File: src/rtl/mult_div_unit.sv
// mult_div_unit: iterative radix-2 MULT/MULTU/DIV/DIVU into hi/lo with a start/busy/done handshake.
module mult_div_unit #(
  parameter int WIDTH = 32
) (
  input  logic             CLK,
  input  logic             nRST,
  input  logic             start,
  input  logic [1:0]       op,
  input  logic [WIDTH-1:0] Port_A,
  input  logic [WIDTH-1:0] Port_B,
  output logic             busy,
  output logic             done,
  output logic [WIDTH-1:0] hi,
  output logic [WIDTH-1:0] lo,
  output logic             div_zero
);
  localparam int CW = $clog2(WIDTH + 1);
  typedef enum logic [1:0] {IDLE, RUN, FIX, DONE} state_t;
  state_t state;
  logic [CW-1:0] cnt;
  logic is_div, bzero, neg_q, neg_r, sa, sb;
  logic [WIDTH-1:0] a_raw, d, acc, q, mag_a, mag_b;
  logic [WIDTH:0] sum, trial;
  logic [2*WIDTH-1:0] prod;
  assign sa = ~op[0] & Port_A[WIDTH-1];
  assign sb = ~op[0] & Port_B[WIDTH-1];
  assign mag_a = sa ? -Port_A : Port_A;
  assign mag_b = sb ? -Port_B : Port_B;
  // multiply: acc:q is the shifting product with the multiplier in q; divide: acc is the partial remainder
  assign sum = {1'b0, acc} + (q[0] ? {1'b0, d} : '0);
  assign trial = {acc, q[WIDTH-1]} - {1'b0, d};
  assign prod = neg_q ? -{acc, q} : {acc, q};
  assign busy = state != IDLE;
  assign done = state == DONE;
  always_ff @(posedge CLK or negedge nRST) begin
    if (!nRST) begin
      state <= IDLE;
      cnt <= '0;
      is_div <= 1'b0;
      bzero <= 1'b0;
      neg_q <= 1'b0;
      neg_r <= 1'b0;
      a_raw <= '0;
      d <= '0;
      acc <= '0;
      q <= '0;
      hi <= '0;
      lo <= '0;
      div_zero <= 1'b0;
    end else begin
      case (state)
        IDLE: if (start) begin
          state <= RUN;
          cnt <= '0;
          div_zero <= 1'b0;
          is_div <= op[1];
          bzero <= Port_B == '0;
          neg_q <= sa ^ sb;
          neg_r <= sa;
          a_raw <= Port_A;
          acc <= '0;
          d <= op[1] ? mag_b : mag_a;
          q <= op[1] ? mag_a : mag_b;
        end
        RUN: begin
          cnt <= cnt + 1'b1;
          if (cnt == CW'(WIDTH - 1)) state <= FIX;
          if (is_div) begin
            acc <= trial[WIDTH] ? {acc[WIDTH-2:0], q[WIDTH-1]} : trial[WIDTH-1:0];
            q <= {q[WIDTH-2:0], ~trial[WIDTH]};
          end else begin
            acc <= sum[WIDTH:1];
            q <= {sum[0], q[WIDTH-1:1]};
          end
        end
        FIX: begin
          state <= DONE;
          if (is_div && bzero) begin
            hi <= a_raw;
            lo <= '1;
            div_zero <= 1'b1;
          end else if (is_div) begin
            hi <= neg_r ? -acc : acc;
            lo <= neg_q ? -q : q;
          end else begin
            {hi, lo} <= prod;
          end
        end
        default: state <= IDLE;
      endcase
    end
  end
endmodule

File: config.mk
export PLATFORM = sky130hd
export DESIGN_NAME = mult_div_unit
export DESIGN_NICKNAME = d
export VERILOG_FILES = /design/src/rtl/mult_div_unit.sv
export SDC_FILE = /design/constraint.sdc
export NUM_CORES = 1
export LEC_CHECK = 0
export ABC_AREA = 1
export ABC_CLOCK_PERIOD_IN_PS = 3400
export CAP_MARGIN = 5
export CORE_UTILIZATION = 58
export DETAILED_ROUTE_END_ITERATION = 7
export HOLD_SLACK_MARGIN = 0.08
export PLACE_DENSITY = 0.78
export RECOVER_POWER = 25
export SYNTH_ARGS = -nofsm -noshare
export SYNTH_HDL_FRONTEND = slang
export SYNTH_SLANG_ARGS = --single-unit
File: constraint.sdc
create_clock -name CLK -period 3.4 [get_ports CLK]
set_input_delay 0.68 -clock CLK [delete_from_list [all_inputs] [get_ports CLK]]
set_output_delay 0.68 -clock CLK [all_outputs]
set_load 0.01 [all_outputs]
==> summary.txt, run 1 <==
STA
  • Worst-Margin Slew: 2.313 ns
  • Period utilization: 0.9314
  • Worst Skew: between 0.015 and 0.02 ns
  • Final Hold Viols: 0
  • Final setup fails: 0
  • Fmax achieved: 315.8 MHz
  • Accumulated negative setup slack: 0 ns
  • Max_slew headroom: -0.5420
  • Post-route setup slack: 0.2332 ns
  • Max Slew Vio Count: 70
  • Minimum clock period: 3.167 ns
  • RSZ-0062 raised after global routing: no

Status
  • Failing checks: capacitance limit, slew limit
  • Status: finished with violations

Routing
  • Routed wire length: 83.38 mm
  • Via count: 23960
  • Initial drt markers: roughly 3200
  • Vias per inst: ~6
  • Drc violations: 0
  • Routed Antenna Nets: 0
  • Initial DRT Pass Iterations: 8
  • Average routed wire per standard cell: roughly 21 µm

Pwr
  • Lkg Pwr: around 12 nW
  • Power Density: about 1000 nW/µm²
  • Overall Power: 22.71 mW
  • Worst VDD drop: ~1.2 mV

Synth
  • Ys flop type: dfrtp_1
  • Area contributors post-synth: dfrtp_1 26%, nand2_1 23%, inv_1 9.1%
  • #FFs+latches synth: about 210
  • Mapped Cells: 3410
  • Synth warn: 0
  • Ys async rst share: 1.000
  • Top cell type's share of synthesized area: 0.2601
  • Synthesized net count: about 3600
  • Synth cell types: 48
  • Mapped Area: 19730 µm²
  • Sequential fraction of the synthesis area: 0.2601
  • Post-synth EDFFs: 0
  • Avg Cell Area, Syn: roughly 5.8 µm²
  • Leading area contributor after synthesis: dfrtp_1

Setup path
  • Slowest CP cell: dfrtp_1
  • Crit path launch type: flop
  • Crit-path most repeated cell: nand2_1
  • Setup crit end kind: flop
  • Buf/Inv on CP: 2
  • Maximum fanout along the worst path: 32
  • Worst path cell trace: inv_1, ha_1, fa_1, inv_1, nand2_1, nand2_1, nand3_1, nand2_2, nand2_1, nand2_2, nand2_2, nand2_2, nand2_2, nand2_4, nand2_1, nand2_1, nand2_1, nand2_1, nand2_1
  • WP data arrival: roughly 3.6 ns
  • WP data required: between 3 and 4 ns
  • R2R Setup Slk: between 0.2 and 0.25 ns
  • WS Path Type: reg2reg
  • CP delay by family, top: simple AND/OR/NAND/NOR gates
  • CP peak stage delay: 0.61 ns

CTS
  • Clk root buf: clkbuf_16
  • Clk buf depth: 3
  • Post-cts sizing count: 0
  • Hold buffer count at CTS: 0
  • # clock sinks: around 210
  • CTS tree: done
  • Post-CTS setup buffers: 0
  • Worst skew pair latency: 0.55 ns
  • CTS buffer count: 24
  • Reg clk slew, reported paths: 0.06 ns
  • H-tree depth: 1

Global routing
  • GRT Total Usage: 0.4705
  • GRT overflow: 0
  • First-pass GRT wire length: between 100 and 150 mm
  • Largest net degree at the start of global routing: approximately 70
  • Vias in the first global route: 21750
  • Antenna violations before repair: 5

Die
  • Die X: approximately 190 µm
  • Initial Utilization: 0.5883
  • Die area: approximately 35000 µm²
  • Die height: about 190 µm
  • Core area: about 34000 µm²
  • IO Pins: around 140
  • Row count: between 60 and 70

Final layout
  • Non-filler instance count after layout: between 3000 and 4000
  • Layout cells sized above 1: 0.03997
  • Fillcell total: 3173
  • Final core utilization: 0.6673
  • Final #Nets: 3656
  • Area Overhead vs Synth: 13.43%

Job
  • Maxcap violations: 1

Placed design
  • Port Buffers: roughly 140
  • Place WS: 0.2763 ns
  • RePlAce Congestion: about 1.1
  • HPWL Detailed: around 66 mm
  • Placed instance count: 3934

Min path
  • HP Class: reg2reg
==> worst reg2reg max path: stages, from the launching register on <==
cell and delay [ns]:
dfrtp_1 0.61, inv_1 0.17, ha_1 0.25, fa_1 0.41
inv_1 0.13, nand2_1 0.07, nand2_1 0.08, nand3_1 0.08
nand2_2 0.13, nand2_1 0.07, nand2_2 0.08, nand2_2 0.07
nand2_2 0.09, nand2_2 0.07, nand2_4 0.29, nand2_1 0.15
nand2_1 0.11, nand2_1 0.05, nand2_1 0.07, nand2_1 0.04
==> registers in the layout, indices dropped and copies added (netlist names) <==
| signal | count |
|---|---|
| neg_q | 1 |
| div_zero | 1 |
| neg_r | 1 |
| a_raw | 32 |
| d | 32 |
| lo | 32 |
| acc | 32 |
| bzero | 1 |
| q | 32 |
| cnt | 6 |
| state | 2 |
| is_div | 1 |
| hi | 32 |
==> power breakdown <==
part | internal [mW] | switching, mW | leakage, nW | total [mW]
sequential | 3.57 | 1.66 | 2.50 | 5.23
combinational | 4.89 | 9.96 | 9.05 | 14.9
clock | 1.52 | 1.11 | 0.385 | 2.63
==> layout make-up <==
cell class              count  area (µm²)  area share
diodes                      1       2.502   0.0001118
flip-flops and latches    205        5134      0.2294
multi-input cells        2608       12320      0.5504
repair buffers            187        1755     0.07845
clock buffers              31       656.9     0.02936
inverters                 486        1824     0.08153
well taps                 448       560.5     0.02505
clock inverters            11       126.4    0.005647
==> cell usage in the layout, fill, tap and decap left out, types with 5 or more instances in the layout <==
master,count
nor2_1,367
o21ai_1,13
a22oi_1,11
clkbuf_1,5
or2_2,7
dfrtp_1,204
nor3_1,30
nand3b_1,9
a21oi_1,145
inv_2,6
ha_1,72
o22ai_1,6
o21ai_0,182
o211ai_1,30
and2_1,11
buf_4,48
o221ai_1,9
xnor2_1,16
nor2_2,14
clkdlybuf4s50_1,134
nand2_2,12
clkinv_2,5
nand2_1,1221
nand4_1,36
nand3_1,306
a31oi_1,16
o21bai_1,6
clkbuf_16,24
inv_1,479
xor2_1,54
==> synthesized netlist by cell type (3+ instances only) <==
master / instances
a21o_1: 4
nand3_1: 306
nor2_2: 11
o21bai_1: 6
clkbuf_1: 75
a21oi_1: 145
o221ai_1: 9
or2_2: 7
o22ai_1: 6
o32ai_1: 3
o21ai_0: 182
buf_1: 16
inv_1: 479
a22oi_1: 11
buf_6: 4
and2_1: 11
nor4_1: 4
o21ai_2: 3
a31oi_1: 16
inv_2: 6
dfrtp_1: 205
xnor2_1: 16
ha_1: 73
o21ai_1: 14
nor2_1: 370
nand2_2: 11
a211o_1: 3
o211ai_1: 30
nor3_1: 30
nand3b_1: 9
buf_2: 14
nand4_1: 36
nand2_1: 1222
xor2_1: 54
==> layer usage <==
layer | global-route usage | share of wire
met4 | 0.2769 | 0.072
met1 | 0.6190 | 0.38
met3 | 0.1356 | 0.15
met5 | 0 | 0.00055
met2 | 0.6856 | 0.40
==> metrics by stage <==
| stage | area (µm²) | hold slack, ns |
|---|---|---|
| 4_1_cts | 22390 | 0.1922 |
| 6_report | 22380 | 0.4745 |
| 3_3_place_gp | 21610 | 0.4585 |
| 3_5_place_dp | 21610 | 0.4643 |
| 2_1_floorplan | 19730 | 0.3844 |
| 5_1_grt | 22380 | 0.4853 |
==> cells by family (layout without fill, tap and decap cells) <==
group                      after synthesis  count (layout)  synth area share
AOI/OAI and AO/OA                      437             437            0.1229
DFF                                    205             205            0.2601
adders and majority gates               75              75           0.04833
xor gates and xnor gates                70              70           0.03108
other                                    0               1                 0
buffers and inverters                  597             715            0.1164
and+or+nand+nor                       2026            2026            0.4212
==> path summary, 6_finish.rpt <==
| path | start | endpoint | cells after the start |
|---|---|---|---|
| worst max-delay path | q[31] | acc[25] | 19 |
| min in group asynchronous | nRST | acc[26] | 1 |
| worst max register to register | q[31] | acc[25] | 19 |
| max in group asynchronous | nRST | hi[6] | 2 |
| worst min register to register | hi[6] | hi[6] | 2 |
| worst min-delay path | hi[6] | hi[6] | 2 |
Note: power is estimated with default switching activity, not from simulation.
==> inputs of run 2 (changes only) <==
--- a/config.mk
+++ b/config.mk
@@ -6,12 +6,11 @@
 export NUM_CORES = 1
 export LEC_CHECK = 0
 export ABC_AREA = 1
-export ABC_CLOCK_PERIOD_IN_PS = 3400
 export CAP_MARGIN = 5
 export CORE_UTILIZATION = 58
 export DETAILED_ROUTE_END_ITERATION = 7
 export HOLD_SLACK_MARGIN = 0.08
-export PLACE_DENSITY = 0.78
+export PLACE_DENSITY = 0.79
 export RECOVER_POWER = 25
 export SYNTH_ARGS = -nofsm -noshare
 export SYNTH_HDL_FRONTEND = slang
==> summary.txt, run 2 (synthesis gave the netlist of run 1 again) <==
Die
  • Row count: 67 (unchanged)
  • IO Pins: 136 (unchanged)
  • Core area: 33530 µm² (unchanged)
  • Initial Utilization: 0.5883 (unchanged)
  • Die X: 186.4 µm (unchanged)
  • Die height: 186.4 µm (unchanged)
  • Die area: 34750 µm² (unchanged)

CTS
  • Worst skew pair latency: 0.56 ns (about the same)
  • CTS tree: done
  • Post-CTS setup buffers: 0 (unchanged)
  • Reg clk slew, reported paths: 0.06 ns (about the same)
  • Clk root buf: clkbuf_16
  • CTS buffer count: 24 (unchanged)
  • Clk buf depth: 3 (unchanged)
  • Hold buffer count at CTS: 0 (unchanged)
  • # clock sinks: 205 (unchanged)
  • H-tree depth: 1 (unchanged)
  • Post-cts sizing count: 0 (unchanged)

Pwr
  • Worst VDD drop: 1.219 mV (+4.0%)
  • Power Density: 1017 nW/µm² (+0.20%)
  • Overall Power: 22.74 mW (+0.15%)
  • Lkg Pwr: 11.94 nW (about the same)

STA
  • Period utilization: 0.9035 (-0.02796)
  • Final Hold Viols: 0 (unchanged)
  • RSZ-0062 raised after global routing: no
  • Fin Hold WS: 0.4738 ns (-0.0006790 ns)
  • Max_slew headroom: -0.8544 (-0.3124)
  • Worst Skew: 0.02986 ns (+0.01452 ns)
  • Fmax achieved: 325.5 MHz (+3.1%)
  • Final setup fails: 0 (unchanged)
  • Max Slew Vio Count: 50 (-29%)
  • Accumulated negative setup slack: 0 ns (unchanged)
  • Minimum clock period: 3.072 ns (-0.09505 ns)
  • Worst-Margin Slew: 2.782 ns (+0.4685 ns)

Setup path
  • Reg2reg path depth: 14 (-5)
  • Maximum fanout along the worst path: 21 (-34%)
  • WP data required: 3.82 ns (about the same)
  • Setup crit end kind: flop
  • Crit-path most repeated cell: nand2_1
  • CP peak stage delay: 0.45 ns (-0.16 ns)
  • Crit path launch type: flop
  • WP data arrival: 3.49 ns (-0.11 ns)
  • WS Path Type: reg2reg
  • Slowest CP cell: nor2_1
  • Worst path cell trace: buf_4, inv_2, ha_1, nand2_2, nor2_4, nand2_1, nor2_1, nand3_1, nand2_1, nand2_1, nand3_1, nand2_1, o21ai_1, nand2_1

Status
  • Failing checks: DRC, capacitance limit, slew limit
  • Status: finished with violations

Final layout
  • Post-route cell area: 22370 µm² (about the same)
  • Multi-input combinational cell area: 12320 µm² (unchanged)
  • Fillcell total: 3217 (+1.4%)
  • Commonest non-fill, non-tap cell in the layout: nand2_1
  • Final #Nets: 3654 (-0.055%)
  • Reg area: 5134 µm² (unchanged)
  • Non-filler instance count after layout: 3974 (-0.075%)
  • Area Overhead vs Synth: 13.38% (about the same)
  • Layout cells sized above 1: 0.03858 (-0.001384)
  • Commonest non-fill, non-tap cells in the layout: 1221 x nand2_1, 479 x inv_1, 367 x nor2_1

Global routing
  • Antenna violations before repair: 3 (-2)
  • Vias in the first global route: 21900 (+0.71%)
  • Largest net degree at the start of global routing: 72 (+1.4%)
  • GRT Total Usage: 0.4729 (+0.002419)
  • GRT overflow: 0 (unchanged)
  • First-pass GRT wire length: 126.5 mm (+0.44%)

Placed design
  • Port Buffers: 135 (unchanged)
  • Placed instance count: 3932 (-0.051%)
  • Post-DP Area: 21590 µm² (about the same)
  • HPWL Detailed: 66.11 mm (about the same)
  • RePlAce Congestion: 1.196 (+6.4%)

Routing
  • Via count: 23970 (+0.067%)
  • Routed wire length: 83.63 mm (+0.29%)
  • Drc violations: 1 (+1)
  • Initial DRT Pass Iterations: 8 (unchanged)
  • Average routed wire per standard cell: 21.04 µm (+0.37%)
  • Vias per inst: 6.032 (+0.14%)
  • Initial drt markers: 3736 (+15%)
  • Routed Antenna Nets: 0 (unchanged)

Min path
  • Worst hold path cell count: 2 (unchanged)
  • HP Class: reg2reg

Job
  • Maxcap violations: 1 (unchanged)
[run 2: cell count changes in the layout (fill, tap and decap cells not counted), sizes merged]
cell,previous run,this run
inv,485,486
clkbuf,34,33
clkinvlp,1,0
dlymetal6s4s,0,1
clkinv,9,6
[run 2: worst paths after layout]
kind                            startpoint      end  slack (ns)
worst max-delay path                  q[0]    hi[6]        0.33
min in group asynchronous             nRST  acc[29]        1.12
worst min register to register       hi[6]    hi[6]        0.47
max in group asynchronous             nRST   lo[15]        0.49
worst max register to register        q[0]    hi[6]        0.33
worst min-delay path                 hi[6]    hi[6]        0.47
[run 2: per-layer routing]
layer  up-vias  wire length [µm]  GRT usage
met1     10760             32010     0.6324
met2      1846             33630     0.6856
met3       374             11840     0.1290
met4         4              6115     0.2721
met5         -                30          0
li1      10990                 -          -
[run 2: final cells by class]
cell class	instances	share of cell area
Timing Repair Buffer	185	0.07804
Clock buffer	33	0.02970
Antenna cell	1	0.0001119
Sequential cell	205	0.2295
Inverter	486	0.08156
Multi-Input combinational cell	2608	0.5507
Clock inverter	8	0.005314
Tap cell	448	0.02506
[run 2: through the flow]
step	setup WS, ns	util
2_1_floorplan	0.8790	-
3_3_place_gp	0.5166	0.6439
3_5_place_dp	0.4320	0.6439
4_1_cts	0.4227	0.6672
5_1_grt	0.1188	0.6670
6_report	0.3282	0.6670
[run 2: critical path, delay by kind of cell (launching register included)]
family,cells,cell delay [ns]
and+or+nand+nor,10,1.63
DFF,1,0.42
adders and majority gates,1,0.38
AOI/OAI and AO/OA,1,0.15
buffers and inverters,2,0.35
[run 2: power breakdown]
part           switching [mW]  leakage (nW)  internal [mW]
Combinational            10.1          9.05           4.89
Sequential               1.57          2.50           3.57
Clock                    1.14         0.384           1.52
